--- src/rtl/pipeline_hazard_ctrl_if.sv ---
`default_nettype none
// ============================================================================
// Module   : pipeline_hazard_ctrl_if
// Purpose  : Stage-state inputs and stall/flush/forward controls exchanged
//            between the five-stage pipeline and its hazard controller.
// Revision : 1.0 - initial release
// ============================================================================
interface pipeline_hazard_ctrl_if #(
    parameter int CNT_W = 32
);
    logic [4:0]       id_rs;
    logic [4:0]       id_rt;
    logic             id_uses_rs;
    logic             id_uses_rt;
    logic [4:0]       ix_dest;
    logic [4:0]       im_dest;
    logic [4:0]       iw_dest;
    logic             ix_write;
    logic             im_write;
    logic             iw_write;
    logic             ix_is_load;
    logic [4:0]       ix_rs;
    logic [4:0]       ix_rt;
    logic             branch_taken;
    logic             dmem_req;
    logic             dmem_ready;

    logic             pc_en;
    logic             if_id_en;
    logic             id_ix_en;
    logic             ix_im_en;
    logic             im_iw_en;
    logic             id_ix_bubble;
    logic             if_id_flush;
    logic [1:0]       fwd_a_sel;
    logic [1:0]       fwd_b_sel;
    logic             mem_err;
    logic [CNT_W-1:0] stall_cycles;

    // Pipeline side: supplies stage state, consumes controls.
    modport master (
        output id_rs, id_rt, id_uses_rs, id_uses_rt,
        output ix_dest, im_dest, iw_dest, ix_write, im_write, iw_write,
        output ix_is_load, ix_rs, ix_rt, branch_taken, dmem_req, dmem_ready,
        input  pc_en, if_id_en, id_ix_en, ix_im_en, im_iw_en,
        input  id_ix_bubble, if_id_flush, fwd_a_sel, fwd_b_sel,
        input  mem_err, stall_cycles
    );

    // Controller side.
    modport slave (
        input  id_rs, id_rt, id_uses_rs, id_uses_rt,
        input  ix_dest, im_dest, iw_dest, ix_write, im_write, iw_write,
        input  ix_is_load, ix_rs, ix_rt, branch_taken, dmem_req, dmem_ready,
        output pc_en, if_id_en, id_ix_en, ix_im_en, im_iw_en,
        output id_ix_bubble, if_id_flush, fwd_a_sel, fwd_b_sel,
        output mem_err, stall_cycles
    );
endinterface
`default_nettype wire

--- src/rtl/pipeline_hazard_ctrl.sv ---
`default_nettype none
// ============================================================================
// Module   : pipeline_hazard_ctrl
// Purpose  : Stall/flush/forward controller for the IF/ID/IX/IM/IW pipeline
//            with a memory-wait freeze FSM, timeout and stall counter.
// Revision : 1.0 - initial release
// ============================================================================
module pipeline_hazard_ctrl #(
    parameter int MEM_TIMEOUT = 16,
    parameter int CNT_W       = 32
) (
    input  wire logic             clk,
    input  wire logic             rst,
    pipeline_hazard_ctrl_if.slave hz
);
    typedef enum logic [1:0] {
        RUN      = 2'd0,
        MEM_WAIT = 2'd1,
        HALT     = 2'd2
    } state_t;

    localparam logic [7:0]       c_timeout = 8'(MEM_TIMEOUT);
    localparam logic [CNT_W-1:0] c_cnt_one = {{(CNT_W-1){1'b0}}, 1'b1};
    localparam logic [CNT_W-1:0] c_cnt_max = {CNT_W{1'b1}};

    state_t           r_state;
    state_t           w_state_next;
    logic [7:0]       r_wait_cnt;
    logic [7:0]       w_wait_cnt_next;
    logic             r_mem_err;
    logic             w_mem_err_next;
    logic [CNT_W-1:0] r_stall_cycles;

    logic             w_mem_stall;
    logic             w_load_use;
    logic [4:0]       w_run_en;
    logic             w_run_bubble;
    logic             w_run_flush;
    logic [4:0]       w_en;      // {pc, if_id, id_ix, ix_im, im_iw}
    logic             w_bubble;
    logic             w_flush;
    logic [1:0]       w_fwd_a;
    logic [1:0]       w_fwd_b;

    function automatic logic [1:0] fwd_sel(
        input logic [4:0] src,
        input logic       im_wr,
        input logic [4:0] im_dst,
        input logic       iw_wr,
        input logic [4:0] iw_dst
    );
        if (im_wr && (im_dst != 5'd0) && (im_dst == src))
            return 2'd1;
        else if (iw_wr && (iw_dst != 5'd0) && (iw_dst == src))
            return 2'd2;
        else
            return 2'd0;
    endfunction

    assign w_mem_stall = hz.dmem_req & ~hz.dmem_ready;

    assign w_load_use = hz.ix_is_load & hz.ix_write & (hz.ix_dest != 5'd0) &
                        ((hz.id_uses_rs & (hz.id_rs == hz.ix_dest)) |
                         (hz.id_uses_rt & (hz.id_rt == hz.ix_dest)));

    // Flush outranks load-use: the stalled ID instruction is squashed anyway.
    always_comb begin
        w_run_en     = 5'b11111;
        w_run_bubble = 1'b0;
        w_run_flush  = 1'b0;
        if (hz.branch_taken) begin
            w_run_bubble = 1'b1;
            w_run_flush  = 1'b1;
        end else if (w_load_use) begin
            w_run_en     = 5'b00111;
            w_run_bubble = 1'b1;
        end
    end

    always_comb begin
        w_en            = 5'b00000;
        w_bubble        = 1'b0;
        w_flush         = 1'b0;
        w_state_next    = r_state;
        w_wait_cnt_next = r_wait_cnt;
        w_mem_err_next  = r_mem_err;

        case (r_state)
            RUN: begin
                if (w_mem_stall) begin
                    w_state_next    = MEM_WAIT;
                    w_wait_cnt_next = 8'd1;
                end else begin
                    w_en     = w_run_en;
                    w_bubble = w_run_bubble;
                    w_flush  = w_run_flush;
                end
            end
            MEM_WAIT: begin
                if (hz.dmem_ready) begin
                    w_en            = w_run_en;
                    w_bubble        = w_run_bubble;
                    w_flush         = w_run_flush;
                    w_state_next    = RUN;
                    w_wait_cnt_next = 8'd0;
                end else begin
                    w_wait_cnt_next = r_wait_cnt + 8'd1;
                    if (w_wait_cnt_next == c_timeout) begin
                        w_state_next   = HALT;
                        w_mem_err_next = 1'b1;
                    end
                end
            end
            HALT: begin
                w_state_next = HALT;
            end
            default: begin
                w_state_next = RUN;
            end
        endcase

        // Reset holds the pipeline frozen and every stage register at NOP.
        if (rst) begin
            w_en     = 5'b00000;
            w_bubble = 1'b1;
            w_flush  = 1'b1;
        end
    end

    always_ff @(posedge clk) begin
        if (rst) begin
            r_state        <= RUN;
            r_wait_cnt     <= 8'd0;
            r_mem_err      <= 1'b0;
            r_stall_cycles <= '0;
        end else begin
            r_state    <= w_state_next;
            r_wait_cnt <= w_wait_cnt_next;
            r_mem_err  <= w_mem_err_next;
            if (!w_en[4] && (r_stall_cycles != c_cnt_max))
                r_stall_cycles <= r_stall_cycles + c_cnt_one;
        end
    end

    always_comb begin
        w_fwd_a = fwd_sel(hz.ix_rs, hz.im_write, hz.im_dest, hz.iw_write, hz.iw_dest);
        w_fwd_b = fwd_sel(hz.ix_rt, hz.im_write, hz.im_dest, hz.iw_write, hz.iw_dest);
        if (rst) begin
            w_fwd_a = 2'd0;
            w_fwd_b = 2'd0;
        end
    end

    assign hz.pc_en        = w_en[4];
    assign hz.if_id_en     = w_en[3];
    assign hz.id_ix_en     = w_en[2];
    assign hz.ix_im_en     = w_en[1];
    assign hz.im_iw_en     = w_en[0];
    assign hz.id_ix_bubble = w_bubble;
    assign hz.if_id_flush  = w_flush;
    assign hz.fwd_a_sel    = w_fwd_a;
    assign hz.fwd_b_sel    = w_fwd_b;
    assign hz.mem_err      = r_mem_err;
    assign hz.stall_cycles = r_stall_cycles;
endmodule
`default_nettype wire
--- src/flat_wrapper.sv ---
// flat-port wrapper written by rule: the top's interface ports become plain ports
module pipeline_hazard_ctrl_flat 
#(
    parameter int MEM_TIMEOUT = 16,
    parameter int CNT_W       = 32
)
  (clk, rst, hz_id_rs, hz_id_rt, hz_id_uses_rs, hz_id_uses_rt, hz_ix_dest, hz_im_dest, hz_iw_dest, hz_ix_write, hz_im_write, hz_iw_write, hz_ix_is_load, hz_ix_rs, hz_ix_rt, hz_branch_taken, hz_dmem_req, hz_dmem_ready, hz_pc_en, hz_if_id_en, hz_id_ix_en, hz_ix_im_en, hz_im_iw_en, hz_id_ix_bubble, hz_if_id_flush, hz_fwd_a_sel, hz_fwd_b_sel, hz_mem_err, hz_stall_cycles);
  pipeline_hazard_ctrl_if #(.CNT_W(CNT_W)) hz_i ();
  input  wire logic clk;
  input  wire logic rst;
  input wire logic [$bits(hz_i.id_rs)-1:0] hz_id_rs;
  input wire logic [$bits(hz_i.id_rt)-1:0] hz_id_rt;
  input wire logic [$bits(hz_i.id_uses_rs)-1:0] hz_id_uses_rs;
  input wire logic [$bits(hz_i.id_uses_rt)-1:0] hz_id_uses_rt;
  input wire logic [$bits(hz_i.ix_dest)-1:0] hz_ix_dest;
  input wire logic [$bits(hz_i.im_dest)-1:0] hz_im_dest;
  input wire logic [$bits(hz_i.iw_dest)-1:0] hz_iw_dest;
  input wire logic [$bits(hz_i.ix_write)-1:0] hz_ix_write;
  input wire logic [$bits(hz_i.im_write)-1:0] hz_im_write;
  input wire logic [$bits(hz_i.iw_write)-1:0] hz_iw_write;
  input wire logic [$bits(hz_i.ix_is_load)-1:0] hz_ix_is_load;
  input wire logic [$bits(hz_i.ix_rs)-1:0] hz_ix_rs;
  input wire logic [$bits(hz_i.ix_rt)-1:0] hz_ix_rt;
  input wire logic [$bits(hz_i.branch_taken)-1:0] hz_branch_taken;
  input wire logic [$bits(hz_i.dmem_req)-1:0] hz_dmem_req;
  input wire logic [$bits(hz_i.dmem_ready)-1:0] hz_dmem_ready;
  output wire logic [$bits(hz_i.pc_en)-1:0] hz_pc_en;
  output wire logic [$bits(hz_i.if_id_en)-1:0] hz_if_id_en;
  output wire logic [$bits(hz_i.id_ix_en)-1:0] hz_id_ix_en;
  output wire logic [$bits(hz_i.ix_im_en)-1:0] hz_ix_im_en;
  output wire logic [$bits(hz_i.im_iw_en)-1:0] hz_im_iw_en;
  output wire logic [$bits(hz_i.id_ix_bubble)-1:0] hz_id_ix_bubble;
  output wire logic [$bits(hz_i.if_id_flush)-1:0] hz_if_id_flush;
  output wire logic [$bits(hz_i.fwd_a_sel)-1:0] hz_fwd_a_sel;
  output wire logic [$bits(hz_i.fwd_b_sel)-1:0] hz_fwd_b_sel;
  output wire logic [$bits(hz_i.mem_err)-1:0] hz_mem_err;
  output wire logic [$bits(hz_i.stall_cycles)-1:0] hz_stall_cycles;
  assign hz_i.id_rs = hz_id_rs;
  assign hz_i.id_rt = hz_id_rt;
  assign hz_i.id_uses_rs = hz_id_uses_rs;
  assign hz_i.id_uses_rt = hz_id_uses_rt;
  assign hz_i.ix_dest = hz_ix_dest;
  assign hz_i.im_dest = hz_im_dest;
  assign hz_i.iw_dest = hz_iw_dest;
  assign hz_i.ix_write = hz_ix_write;
  assign hz_i.im_write = hz_im_write;
  assign hz_i.iw_write = hz_iw_write;
  assign hz_i.ix_is_load = hz_ix_is_load;
  assign hz_i.ix_rs = hz_ix_rs;
  assign hz_i.ix_rt = hz_ix_rt;
  assign hz_i.branch_taken = hz_branch_taken;
  assign hz_i.dmem_req = hz_dmem_req;
  assign hz_i.dmem_ready = hz_dmem_ready;
  assign hz_pc_en = hz_i.pc_en;
  assign hz_if_id_en = hz_i.if_id_en;
  assign hz_id_ix_en = hz_i.id_ix_en;
  assign hz_ix_im_en = hz_i.ix_im_en;
  assign hz_im_iw_en = hz_i.im_iw_en;
  assign hz_id_ix_bubble = hz_i.id_ix_bubble;
  assign hz_if_id_flush = hz_i.if_id_flush;
  assign hz_fwd_a_sel = hz_i.fwd_a_sel;
  assign hz_fwd_b_sel = hz_i.fwd_b_sel;
  assign hz_mem_err = hz_i.mem_err;
  assign hz_stall_cycles = hz_i.stall_cycles;
  pipeline_hazard_ctrl #(.MEM_TIMEOUT(MEM_TIMEOUT), .CNT_W(CNT_W)) u_core (.clk(clk), .rst(rst), .hz(hz_i));
endmodule
--- config.mk ---
export PLATFORM = sky130hd
export DESIGN_NAME = pipeline_hazard_ctrl_flat
export DESIGN_NICKNAME = d
export VERILOG_FILES = /design/src/rtl/pipeline_hazard_ctrl_if.sv /design/src/rtl/pipeline_hazard_ctrl.sv /design/src/flat_wrapper.sv
export SDC_FILE = /design/constraint.sdc
export NUM_CORES = 1
export LEC_CHECK = 0
export ABC_AREA = 1
export BUFFER_PORTS_ARGS = -buffer_cell sky130_fd_sc_hd__buf_2
export CAP_MARGIN = 20
export CELL_PAD_IN_SITES_DETAIL_PLACEMENT = 1
export CELL_PAD_IN_SITES_GLOBAL_PLACEMENT = 1
export CORE_AREA = 3 3 100 102
export CTS_CLUSTER_DIAMETER = 120
export DETAILED_ROUTE_END_ITERATION = 10
export DIE_AREA = 0 0 103 105
export PLACE_DENSITY = 0.83
export SLEW_MARGIN = 20
export SYNTH_ARGS = -nofsm -noshare
export SYNTH_HDL_FRONTEND = slang
export SYNTH_SLANG_ARGS = --single-unit
export TNS_END_PERCENT = 100
--- constraint.sdc ---
create_clock -name clk -period 2.2 [get_ports clk]
set_input_delay 0.11 -clock clk [delete_from_list [all_inputs] [get_ports clk]]
set_output_delay 0.11 -clock clk [all_outputs]
set_load 0.005 [all_outputs]
==> impl_metrics.toml <==
[power]
p_sw_mw = 0.4682
share_seq_of_total_power = 0.500
combPwrFrac = 0.170
power_density_nw_per_um2 = 407.9
p_total_mw = 1.582
p_leak_nw = 1.712
p_int_mw = 1.114
clkPwrFrac = 0.330
netSwitchingFraction = 0.2959
ir_worst_vdd_uv = 215.3

[synthesis]
synth_area_um2 = 3202
ys_seq_elements = 43
synth_nets = 586
synth_fa_ha_area_frac = 0.007816
avgSynthCellArea_um2 = 5.951
synth_xor_xnor_area_share = 0.09848
yosysWarnings = 0
synth_compound_area_frac = 0.08636
synthMuxAreaShare = 0
synth_top_family_by_area = "simple AND/OR/NAND/NOR gates"
synth-simple-area-share = 0.4388
ys_types = 32
synth-seq-area-share = 0.2689
syn_inst = 538

[drt]
drt_iter0_drc = 158
antenna_left = 0
routed_via_density = 5.091
wirelength_um = 10620
wl_per_cell_um = 14.35
drt-pass1-iter-count = 4
drc = 0
via_count = 3767

[flow_run]
max-cap-violations = 0

[finish]
num-nets-final = 676
most-common-layout-cells = "nand2_1 (176), buf_2 (89), nor2_1 (58)"
final_common_cell = "nand2_1"
drive_above_1_share = 0.1987
syn_to_final_growth_pct = 21.14
fin_area_um2 = 3879
stdcell_count = 740
nFillCells = 1302
finalCoreUtilization = 0.4218
antenna_cells = 0

[sta]
hold_viol_final = 0
post-route-period-util = 0.9062
fin_skew_ps = 11.36
drv_slew = 0
relSlewSlack = 0.6006
setup_violations = 0
hold-worst-slack_ps = 109.8
tightestPinTransition_ps = 596.9
fin_crit_ps = 1994
fin_ws_ps = 206.3
rsz0062_at_grt = "no"
tns_ps = 0
timing.fmax_mhz = 501.6

[setup_path]
critPathKind = "reg -> reg"
end_kind = "flip-flop"
worst_ep_required_time_ps = 2370
crit_arrival_ps = 2160
crit_path_start_kind = "flip-flop"
crit_fanout = 16

[cts]
cts_inserted_buffers = 5
clk_path_buf_depth = 2
cts-hold-fix-buffers = 0
numClockSinks = 43
cts_root_buf = "clkbuf_8"
h-tree-depth = 2
cts.repair.resized = 0
path_clk_slew_ps = 90
cts_tree = "yes"
cts_setup_buffers = 0
worst_skew_pair.late_latency_ps = 310

[hold_path]
min_path_type = "in -> reg"

[placement]
place_ws_ps = 149.8
portBuffers = 89
dp_hpwl_um = 8646
gp_congestion = 0.8977
place_area_um2 = 3767
placedCellCount = 732

[run_status]
outcome = "complete, no violations"

[die]
core-area_um2 = 9196
die_x_um = 103
die_h_um = 105
die_area_um2 = 10820
io_pins = 90
start_util = 0.3482
rows = 35

[global_route]
overflow = 0
grt_max_degree = 47
grt_usage = 0.2046
antenna_found_initial = 0
grt_pass1_wl_um = 18080
grt_pass1_vias = 3974
-- flip-flops by register name, summed over array words and instances, names as in the netlist --
signal,flops
u_core.r_wait_cnt,8
u_core.hz.stall_cycles,32
u_core.r_state,2
u_core.hz.mem_err,1
-- synth_stat cells --
cell	number	area [um2]
o221a_2	1	11.26
xnor2_1	12	105.1
o22ai_1	1	6.260
nor2_2	2	12.51
nand3_2	1	10.01
buf_6	3	33.78
a21oi_1	44	220.2
nand4_1	7	43.79
buf_4	3	22.52
a211oi_1	1	7.510
inv_1	57	214.0
nand3b_1	4	30.03
nand2_2	1	6.260
nand2_1	177	664.4
nor2_4	1	11.26
or2_2	5	31.28
dfxtp_1	43	860.8
o211ai_1	1	7.510
xor2_1	24	210.2
nand2_4	1	11.26
ha_1	2	25.02
o21ai_1	1	5.000
nor2_1	59	221.5
o21ai_0	2	10.01
nor4_1	2	12.51
clkbuf_1	6	22.52
nor3_1	15	75.07
buf_1	2	7.510
inv_2	1	3.750
nand3_1	55	275.3
o41ai_1	1	8.760
buf_2	3	15.01
-- critical path, cell delays in order, from the launching register on --
cell	delay, ps
dfxtp_1	410
inv_1	110
nor3_1	410
nand3_1	150
nor2_2	170
nand3_2	170
buf_4	270
nand3_1	110
a21oi_1	70
-- power by group through the flow --
stage,sequential [mW],clock (mW),combinational (mW)
floorplan,0.813,0,0.152
global placement,0.809,0,0.256
detailed placement,0.810,0,0.270
CTS,0.792,0.540,0.270
global route,0.793,0.567,0.303
finish,0.791,0.522,0.269
-- logic make-up (layout without fill, tap and decap cells) --
kind of cell / Yosys count / in the layout
flops: 43 / 43
compound gates: 52 / 52
simple gates: 330 / 330
xor+xnor: 36 / 36
fa+ha+maj: 2 / 2
buf+inv: 75 / 166
-- worst paths after layout --
path | from | end | slack, ps | cells after the start
setup reg to reg | u_core.hz.stall_cycles[16] | u_core.hz.stall_cycles[7] | 210 | 8
hold reg to reg | u_core.hz.mem_err | u_core.hz.mem_err | 460 | 2
hold / removal | hz_dmem_req | u_core.r_state[0] | 110 | 3
setup / recovery | u_core.hz.stall_cycles[16] | u_core.hz.stall_cycles[7] | 210 | 8
-- metal layers --
| layer | track usage | routed length [um] |
|---|---|---|
| met2 | 0.3547 | 5314 |
| met3 | 0.04005 | 513 |
| met1 | 0.2526 | 4610 |
| met5 | 0 | 0 |
| met4 | 0.05643 | 180 |
-- area by class of cell --
class	instances	area [um2]	area share
clock buffer	5	68.82	0.01774
sequential	43	860.8	0.2219
clock inverter	3	20.02	0.005161
inverter	58	217.7	0.05613
timing repair buffer	100	528.0	0.1361
tap	111	138.9	0.03581
multi-input combinational	420	2044	0.5271
Power figures use the tool's default switching activity.
